File: src/rtl/maxpool_stream.sv
// Streaming non-overlapping max-pool over a raster-order sample stream.
// Keeps one running maximum per output column; trailing partial windows are dropped.
module maxpool_stream #(
  parameter int DW     = 16,
  parameter int IMG_W  = 6,
  parameter int IMG_H  = 6,
  parameter int POOL   = 3,
  parameter int SIGNED = 0
) (
  input  logic          clk,
  input  logic          rst,
  input  logic          in_st,
  input  logic          in_valid,
  input  logic [DW-1:0] din,
  output logic [DW-1:0] dout,
  output logic          out_valid,
  output logic          out_st,
  output logic          frame_done,
  output logic          busy
);

  localparam int OW = IMG_W / POOL;
  localparam int OH = IMG_H / POOL;
  localparam int CW = $clog2(IMG_W + 1);
  localparam int RW = $clog2(IMG_H + 1);
  localparam int PW = $clog2(POOL + 1);

  localparam logic [CW-1:0] COL_LAST      = CW'(IMG_W - 1);
  localparam logic [CW-1:0] COL_LIM       = CW'(OW * POOL);
  localparam logic [CW-1:0] OC_LAST       = CW'(OW - 1);
  localparam logic [RW-1:0] ROW_LAST      = RW'(IMG_H - 1);
  localparam logic [RW-1:0] ROW_LIM       = RW'(OH * POOL);
  localparam logic [RW-1:0] ROW_FIRST_OUT = RW'(POOL - 1);
  localparam logic [RW-1:0] ROW_LAST_OUT  = RW'(OH * POOL - 1);
  localparam logic [PW-1:0] WIN_LAST      = PW'(POOL - 1);

  typedef enum logic [0:0] {
    IDLE = 1'b0,
    RUN  = 1'b1
  } state_t;

  state_t        state_r;
  logic [CW-1:0] col_r, oc_r;
  logic [RW-1:0] row_r;
  logic [PW-1:0] wc_r, wr_r;
  logic [DW-1:0] acc_r [OW];

  logic          take_s, restart_s, pooled_s, first_s, complete_s, last_s;
  logic [CW-1:0] col_s, oc_s;
  logic [RW-1:0] row_s;
  logic [PW-1:0] wc_s, wr_s;
  logic [DW-1:0] acc_cur_s, max_s, acc_nxt_s;

  function automatic logic greater(input logic [DW-1:0] a, input logic [DW-1:0] b);
    if (SIGNED != 0) begin
      return $signed(a) > $signed(b);
    end else begin
      return a > b;
    end
  endfunction

  // Effective position of the current sample (a start marker forces (0,0)) and window decode.
  always_comb begin
    take_s    = in_valid && (in_st || (state_r == RUN));
    restart_s = in_valid && in_st;
    col_s     = restart_s ? {CW{1'b0}} : col_r;
    oc_s      = restart_s ? {CW{1'b0}} : oc_r;
    row_s     = restart_s ? {RW{1'b0}} : row_r;
    wc_s      = restart_s ? {PW{1'b0}} : wc_r;
    wr_s      = restart_s ? {PW{1'b0}} : wr_r;
    acc_cur_s = {DW{1'b0}};
    for (int i = 0; i < OW; i++) begin
      if (oc_s == CW'(i)) begin
        acc_cur_s = acc_r[i];
      end else begin
        acc_cur_s = acc_cur_s;
      end
    end
    pooled_s   = (col_s < COL_LIM) && (row_s < ROW_LIM);
    first_s    = (wr_s == {PW{1'b0}}) && (wc_s == {PW{1'b0}});
    max_s      = greater(din, acc_cur_s) ? din : acc_cur_s;
    acc_nxt_s  = first_s ? din : max_s;
    complete_s = pooled_s && (wr_s == WIN_LAST) && (wc_s == WIN_LAST);
    last_s     = (row_s == ROW_LAST) && (col_s == COL_LAST);
  end

  // Frame FSM, position counters, per-column accumulators and registered outputs.
  always_ff @(posedge clk or posedge rst) begin
    if (rst) begin
      state_r    <= IDLE;
      col_r      <= {CW{1'b0}};
      oc_r       <= {CW{1'b0}};
      row_r      <= {RW{1'b0}};
      wc_r       <= {PW{1'b0}};
      wr_r       <= {PW{1'b0}};
      dout       <= {DW{1'b0}};
      out_valid  <= 1'b0;
      out_st     <= 1'b0;
      frame_done <= 1'b0;
      busy       <= 1'b0;
      for (int i = 0; i < OW; i++) begin
        acc_r[i] <= {DW{1'b0}};
      end
    end else begin
      out_valid  <= 1'b0;
      out_st     <= 1'b0;
      frame_done <= 1'b0;
      if (take_s) begin
        for (int i = 0; i < OW; i++) begin
          if (pooled_s && (oc_s == CW'(i))) begin
            acc_r[i] <= acc_nxt_s;
          end
        end
        if (complete_s) begin
          dout       <= max_s;
          out_valid  <= 1'b1;
          out_st     <= (row_s == ROW_FIRST_OUT) && (oc_s == {CW{1'b0}});
          frame_done <= (row_s == ROW_LAST_OUT) && (oc_s == OC_LAST);
        end
        if (last_s) begin
          state_r <= IDLE;
          busy    <= 1'b0;
          col_r   <= {CW{1'b0}};
          oc_r    <= {CW{1'b0}};
          row_r   <= {RW{1'b0}};
          wc_r    <= {PW{1'b0}};
          wr_r    <= {PW{1'b0}};
        end else begin
          state_r <= RUN;
          busy    <= 1'b1;
          if (col_s == COL_LAST) begin
            col_r <= {CW{1'b0}};
            oc_r  <= {CW{1'b0}};
            wc_r  <= {PW{1'b0}};
            row_r <= row_s + RW'(1);
            wr_r  <= (wr_s == WIN_LAST) ? {PW{1'b0}} : (wr_s + PW'(1));
          end else begin
            col_r <= col_s + CW'(1);
            oc_r  <= (wc_s == WIN_LAST) ? (oc_s + CW'(1)) : oc_s;
            wc_r  <= (wc_s == WIN_LAST) ? {PW{1'b0}} : (wc_s + PW'(1));
            row_r <= row_s;
            wr_r  <= wr_s;
          end
        end
      end
    end
  end

endmodule

File: config.mk
export PLATFORM = sky130hd
export DESIGN_NAME = maxpool_stream
export DESIGN_NICKNAME = d
export VERILOG_FILES = /design/src/rtl/maxpool_stream.sv
export SDC_FILE = /design/constraint.sdc
export NUM_CORES = 1
export LEC_CHECK = 0
export CORE_ASPECT_RATIO = 0.9
export CORE_MARGIN = 5
export CORE_UTILIZATION = 51
export CTS_CLUSTER_SIZE = 20
export DETAILED_ROUTE_END_ITERATION = 12
export PLACE_DENSITY = 0.84
export SLEW_MARGIN = 20
export SYNTH_ARGS = -nofsm -noshare
export SYNTH_HDL_FRONTEND = slang
export SYNTH_SLANG_ARGS = --single-unit
export TNS_END_PERCENT = 100
File: constraint.sdc
create_clock -name clk -period 3.3 [get_ports clk]
set_input_delay 0.66 -clock clk [delete_from_list [all_inputs] [get_ports clk]]
set_output_delay 0.66 -clock clk [all_outputs]
set_load 0.03 [all_outputs]
### Word-level counts from Yosys, hierarchy flattened

Index checks and enable logic that the tools add are counted.

* output and inout bits: 20
* word-level logic and storage cells: 73
* register bits: 65
* input port bits: 20

* mux-type cells: 29
* magnitude comparators: 3
* equality and inequality tests: 6
* reductions and logical operators: 18
* $add $sub $neg: 5

Operators by type and width (count)
* two-way mux 16 bit: 4
* two-way mux 3 bit: 10
* > comparator 16 bit: 1
* two-way mux 2 bit: 8
* logical AND 1 bit: 11
* adder 3 x 1 -> 3 bit (second input constant): 3
* two-way mux 1 bit: 7
* == test 3 bit (second input constant): 2
* < comparator 3 bit (second input constant): 2
* AND reduction 2 bit: 3
* adder 2 x 1 -> 2 bit (second input constant): 2
* == test 2 bit (second input constant): 2
* zero test 2 bit: 2
* == test 3 x 1 -> 1 bit (second input constant): 1
* == test 3 x 2 -> 1 bit (second input constant): 1
* zero test 3 bit: 1
* logical OR 1 bit: 1

### Depth between registers and ports, before layout

* depth after elaboration: 8
* depth in mapped cells: 14
* mapped depth without buffers: 11

### Least setup slack after synthesis

No wires, ideal clock.

* path type: input to register
* from: in in_st
* to: reg acc_r[18] (netlist bit)
* cell stages on the path: 14
* buffers on the path: 4
* library setup time: 130 ps
* arrival time: 3317 ps
* data required time: 3170 ps
* path slack: -147 ps
* path through: and2_1 > buf_2 > nor3b_2 > buf_2 > a22oi_1 > ha_1 > nand2_1 > nor4_4 > a21bo_1 > and3_1 > buf_6 > buf_12 > o32ai_2 > o21ai_1

* cells in the longest elaborated chain, start to end: 8
* elaborated cells on any way between the ends: 23
* those cells by class: 3 x order compare; 1 x eq/ne; 9 x mux; 10 x reduce/logical

Ends and longest elaborated chain
* start, declared: line 12 `input logic in_st,`
* logical AND 1 bit: line 65 `restart_s = in_valid && in_st;`
* two-way mux 3 bit: line 67 `oc_s = restart_s ? {CW{1'b0}} : oc_r;`
* zero test 3 bit: line 73, 110
* two-way mux 16 bit (2 in a row): line 73 `if (oc_s == CW'(i)) begin`
* > comparator 16 bit: line 58 `return a > b;`
* two-way mux 16 bit: line 81 `max_s = greater(din, acc_cur_s) ? din : acc_cur_s;`
* two-way mux 16 bit: line 82 `acc_nxt_s = first_s ? din : max_s;`
* end signal, assigned by index: line 102 `acc_r[i] <= {DW{1'b0}};`
* end signal, assigned by index: line 111 `acc_r[i] <= acc_nxt_s;`
* end, declared: line 46 `logic [DW-1:0] acc_r [OW];`

Several ways; a longest one is shown, not always the timed one.
A chain may end at the register's enable or synchronous reset.

### Worst setup path in the final report

* from: reg oc_r[1]
* to: reg acc_r[13] (netlist bit)

* cells in the longest elaborated chain, start to end: 7
* elaborated cells on any way between the ends: 10
* those cells by class: 1 x order compare; 1 x eq/ne; 5 x mux; 3 x reduce/logical

Ends and longest elaborated chain
* start, declared: line 43 `logic [CW-1:0] col_r, oc_r;`
* start signal, assigned: line 92 `oc_r <= {CW{1'b0}};`
* start signal, assigned: line 124 `oc_r <= {CW{1'b0}};`
* start signal, assigned: line 133 `oc_r <= {CW{1'b0}};`
* two-way mux 3 bit *: line 67
* zero test 3 bit: line 73
* two-way mux 16 bit (2 in a row): line 73
* > comparator 16 bit: line 58
* two-way mux 16 bit: line 81
* two-way mux 16 bit: line 82

Every way passes the cells marked *; elsewhere a longest branch is shown, timed or not.

==> impl_metrics.tcl <==
set metrics [dict create \
    maxCapViolCount 0 \
    grt_first_pass_wirelength_um 18700 \
    post_synth.cell_area_avg_sq_um 9.43 \
    crit_path_max_fanout 7 \
    sw_power_uw 2100 \
    drt-initial-drc-count 541 \
    synth.distinct_cells 43 \
    postSynthCellCount 394 \
    crit_path_top_delay_cell "sky130_fd_sc_hd__o32ai_4" \
    worst_setup_path_startpoint "oc_r[1]" \
    final_hold_viol_count 0 \
    cts_tree "done" \
    source_to_sink_clock_delay_at_the_later_pin_of_the_worst_skew_pair_ns 0.37 \
    mostFrequentLayoutCells "76 x sky130_fd_sc_hd__nand2_1, 65 x sky130_fd_sc_hd__dfrtp_1, 48 x sky130_fd_sc_hd__buf_4, 37 x sky130_fd_sc_hd__clkdlybuf4s50_1, 30 x sky130_fd_sc_hd__o21ai_1" \
    postSynthNetCount 435 \
    syn_to_final_growth_pct 40.7 \
    unrepaired_setup_endpoints_after_global_routing "yes" \
    worstRegToRegCells 14 \
    clk_root_buffer_cell "sky130_fd_sc_hd__clkbuf_8" \
    postRouteWirelength_um 14700 \
    synth_top_cells_by_area "sky130_fd_sc_hd__dfrtp_1 44%, sky130_fd_sc_hd__nand2_1 7.9%, sky130_fd_sc_hd__ha_1 7.1%" \
    worst_r2r_endpoint "acc_r[13]" \
    first_global_vias 3583 \
    final_common_cell "sky130_fd_sc_hd__nand2_1" \
    ys_seq_area_share_pct 43.8 \
    cts.sinks 65 \
    setup.worst_path.class "reg2reg" \
    leakagePower_uw 0.00230 \
    num_io_pins 40 \
    dpl-instance-area_sq_um 4570 \
    ordered_cell_list_for_the_critical_path "or2_4 -> nor3b_4 -> buf_12 -> buf_12 -> a22oi_2 -> ha_1 -> nand2_2 -> buf_4 -> nor3_2 -> a21boi_0 -> and3_1 -> buf_6 -> o32ai_4 -> o21ai_0" \
    vdd_drop_max_mv 0.427 \
    peak_clock_frequency_supported_by_timing_mhz 280 \
    clock_skew_ns 0.0147 \
    layout_setup_ws_ns -0.266 \
    viasPerCell 6.81 \
    worst_slew_pin_slew_ns 0.862 \
    fp.dieArea_sq_um 9090 \
    worstHoldPathType "reg2reg" \
    antenna_found_initial 0 \
    power-per-cell-area_nw_per_um2 956 \
    wl_per_cell_um 25.4 \
    die_x_um 99.9 \
    critPathRequiredTime_ns 3.52 \
    slew_viol_final 0 \
    design_power_total_uw 5000 \
    cp_slowest_stage_delay_ns 0.43 \
    final_area_sq_um 5230 \
    count_of_state_elements_after_synthesis 65 \
    remaining_drc_errors 0 \
    grt_remaining_overflow 0 \
    setup_viol 47 \
    final_cell_count_no_fill 580 \
    p_sw_share_pct 42.1 \
    drtAntennaViolNets 0 \
    drive_gt1_share_pct 25.3 \
    path_delay_family "simple AND/OR/NAND/NOR gates" \
    initial_util_pct 52.5 \
    critPathCaptureType "flop" \
    ctsHoldBuffers 0 \
    grt_start_max_net_pins 66 \
    crit_cells 14 \
    max_buffers_root_to_sink 2 \
    worstSetupEndpoint "acc_r[13]" \
    maxSlewHeadroom_pct 42.5 \
    yosysTopAreaCellShare_pct 43.8 \
    place.gp.congestion 0.897 \
    num-nets-final 523 \
    io_buffers 39 \
    floorplan.rows 29 \
    detailedPlacementHpwl_um 7180 \
    synth_top_area_cell "sky130_fd_sc_hd__dfrtp_1" \
    period_utilisation_layout_pct 108 \
    failed_checks "setup timing" \
    outcome "complete, but fails checks" \
    timing.setup.tns_ns -4.28 \
    internal_power_uw 2900 \
    power.sequential.fraction_pct 24.6 \
    cts_inserted_buffers 9 \
    pwr-share-comb_pct 58.3 \
    reg2reg_setup_slack_ns -0.27 \
    vias 3950 \
    critical-path-top-cell-by-count "sky130_fd_sc_hd__buf_12" \
    power_frac_clock_pct 17.0 \
    core_region_area_sq_um 7080 \
    timing.final.crit_period_ns 3.57 \
    dpl.cell_count 552 \
    die_height_um 91.0 \
    worst_setup_hold_path_clk_slew_ns 0.08 \
    drt-pass1-iter-count 5 \
    cp_num_buf_inv 4 \
    worstReg2RegStart "oc_r[1]" \
    synth.cell_area_sq_um 3710 \
    antenna_cells 0 \
    htree_num_levels 3 \
    worst_ep_arrival_time_ns 3.79 \
    synth_warnings 0 \
    total_global_route_track_usage_pct 25.8 \
    cp-start-kind "flop" \
]
synthesized netlist by cell type:
cell type                   count
sky130_fd_sc_hd__a211o_1        1
sky130_fd_sc_hd__a211oi_1       1
sky130_fd_sc_hd__a21bo_1        1
sky130_fd_sc_hd__a21boi_0       1
sky130_fd_sc_hd__a21oi_1       10
sky130_fd_sc_hd__a22o_1         2
sky130_fd_sc_hd__a22oi_1       14
sky130_fd_sc_hd__a2bb2oi_1      1
sky130_fd_sc_hd__a311o_1       15
sky130_fd_sc_hd__a31oi_1        1
sky130_fd_sc_hd__a41oi_2        1
sky130_fd_sc_hd__and2_1        19
sky130_fd_sc_hd__and3_1         4
sky130_fd_sc_hd__buf_12         1
sky130_fd_sc_hd__buf_2          6
sky130_fd_sc_hd__buf_4          1
sky130_fd_sc_hd__buf_6          3
sky130_fd_sc_hd__clkbuf_1      14
sky130_fd_sc_hd__dfrtp_1       65
sky130_fd_sc_hd__ha_1          21
sky130_fd_sc_hd__inv_1          9
sky130_fd_sc_hd__mux2_2         1
sky130_fd_sc_hd__mux2i_1        2
sky130_fd_sc_hd__nand2_1       78
sky130_fd_sc_hd__nand3_1        5
sky130_fd_sc_hd__nand4_1        3
sky130_fd_sc_hd__nand4_4        1
sky130_fd_sc_hd__nand4b_1       1
sky130_fd_sc_hd__nor2_1        10
sky130_fd_sc_hd__nor2_2         1
sky130_fd_sc_hd__nor2b_1        3
sky130_fd_sc_hd__nor3_1        21
sky130_fd_sc_hd__nor3b_1        1
sky130_fd_sc_hd__nor3b_2        1
sky130_fd_sc_hd__nor4_1         1
sky130_fd_sc_hd__nor4_4         1
sky130_fd_sc_hd__o21a_1         2
sky130_fd_sc_hd__o21ai_0       25
sky130_fd_sc_hd__o21ai_1       28
sky130_fd_sc_hd__o31ai_1        1
sky130_fd_sc_hd__o32ai_1        7
sky130_fd_sc_hd__o32ai_2        9
sky130_fd_sc_hd__or2_2          1
worst register-to-register path, cell delays in order (launching register included):
cell                       delay (ns)
sky130_fd_sc_hd__dfrtp_1         0.39
sky130_fd_sc_hd__or2_4           0.28
sky130_fd_sc_hd__nor3b_4         0.28
sky130_fd_sc_hd__buf_12          0.17
sky130_fd_sc_hd__buf_12          0.11
sky130_fd_sc_hd__a22oi_2         0.09
sky130_fd_sc_hd__ha_1            0.33
sky130_fd_sc_hd__nand2_2         0.11
sky130_fd_sc_hd__buf_4           0.15
sky130_fd_sc_hd__nor3_2          0.19
sky130_fd_sc_hd__a21boi_0        0.20
sky130_fd_sc_hd__and3_1          0.32
sky130_fd_sc_hd__buf_6           0.19
sky130_fd_sc_hd__o32ai_4         0.43
sky130_fd_sc_hd__o21ai_0         0.17
repair_timing:
| item | CTS | global route |
|---|---|---|
| resized for setup | 16 | 36 |
| pin swaps | 4 | 30 |
| setup endpoints to repair | 46 | 48 |
| setup buffers | 4 | 6 |
| gates cloned | 2 | 0 |
cells by family after synthesis:
group	count (synthesis)	synth area share [%]
AND/OR/NAND/NOR	151	19.7
AO/OA/AOI/OAI	120	23.8
flip-flops	65	43.8
buffers and inverters	34	4.78
adder cells (fa/ha/maj)	21	7.08
multiplexers	3	0.842
per-layer routing:
layer  global-route usage (%)  routed length, um  up-vias
li1                         -                  -     1628
met1                     31.9               5140     1844
met2                     40.8               6840      356
met3                     5.82               1490      122
met4                     15.7               1270        0
met5                        0                  0        -
worst min path at each step:
| stage | start | endpoint | slack [ns] | cells after the start |
|---|---|---|---|---|
| floorplan | col_r[0] | col_r[0] | 0.44 | 2 |
| global placement | acc_r[11] | acc_r[11] | 0.46 | 2 |
| detailed placement | col_r[0] | col_r[0] | 0.47 | 2 |
| CTS | col_r[0] | col_r[0] | 0.49 | 2 |
| global route | acc_r[19] | acc_r[19] | 0.53 | 2 |
| finish | col_r[0] | col_r[0] | 0.48 | 2 |
per-stage QoR:
| step | setup WS (ns) | util [%] | hold WS, ns |
|---|---|---|---|
| 2_1_floorplan | 0.00698 | - | 0.442 |
| 3_3_place_gp | -0.454 | 64.7 | 0.463 |
| 3_5_place_dp | -0.490 | 64.7 | 0.469 |
| 4_1_cts | 0.0235 | 70.4 | 0.485 |
| 5_1_grt | -0.403 | 73.8 | 0.526 |
| 6_report | -0.266 | 73.8 | 0.481 |
state kept, by name, summed over array words and instances, names as in the netlist, 2 cells and up:
register,cells
acc_r,32
col_r,3
dout,16
oc_r,3
row_r,3
wc_r,2
wr_r,2
cell type report:
cell class | instances | area, sq um
Clock inverter | 7 | 119
Inverter | 9 | 33.8
Sequential cell | 65 | 1630
Fill cell | 397 | 1850
Timing Repair Buffer | 102 | 1020
Tap cell | 93 | 116
Multi-Input combinational cell | 295 | 2190
Clock buffer | 9 | 124
power groups by stage:
stage                     clock network, uW  logic, uW  registers [uW]
final                                   851       2920            1230
after global routing                    891       3040            1250
after CTS                               838       2240            1190
after detailed placement                  0       1940            1200
after global placement                    0       1860            1180
after floorplan                           0       1310            1170
No activity file was read; power rests on OpenSTA's default activity.
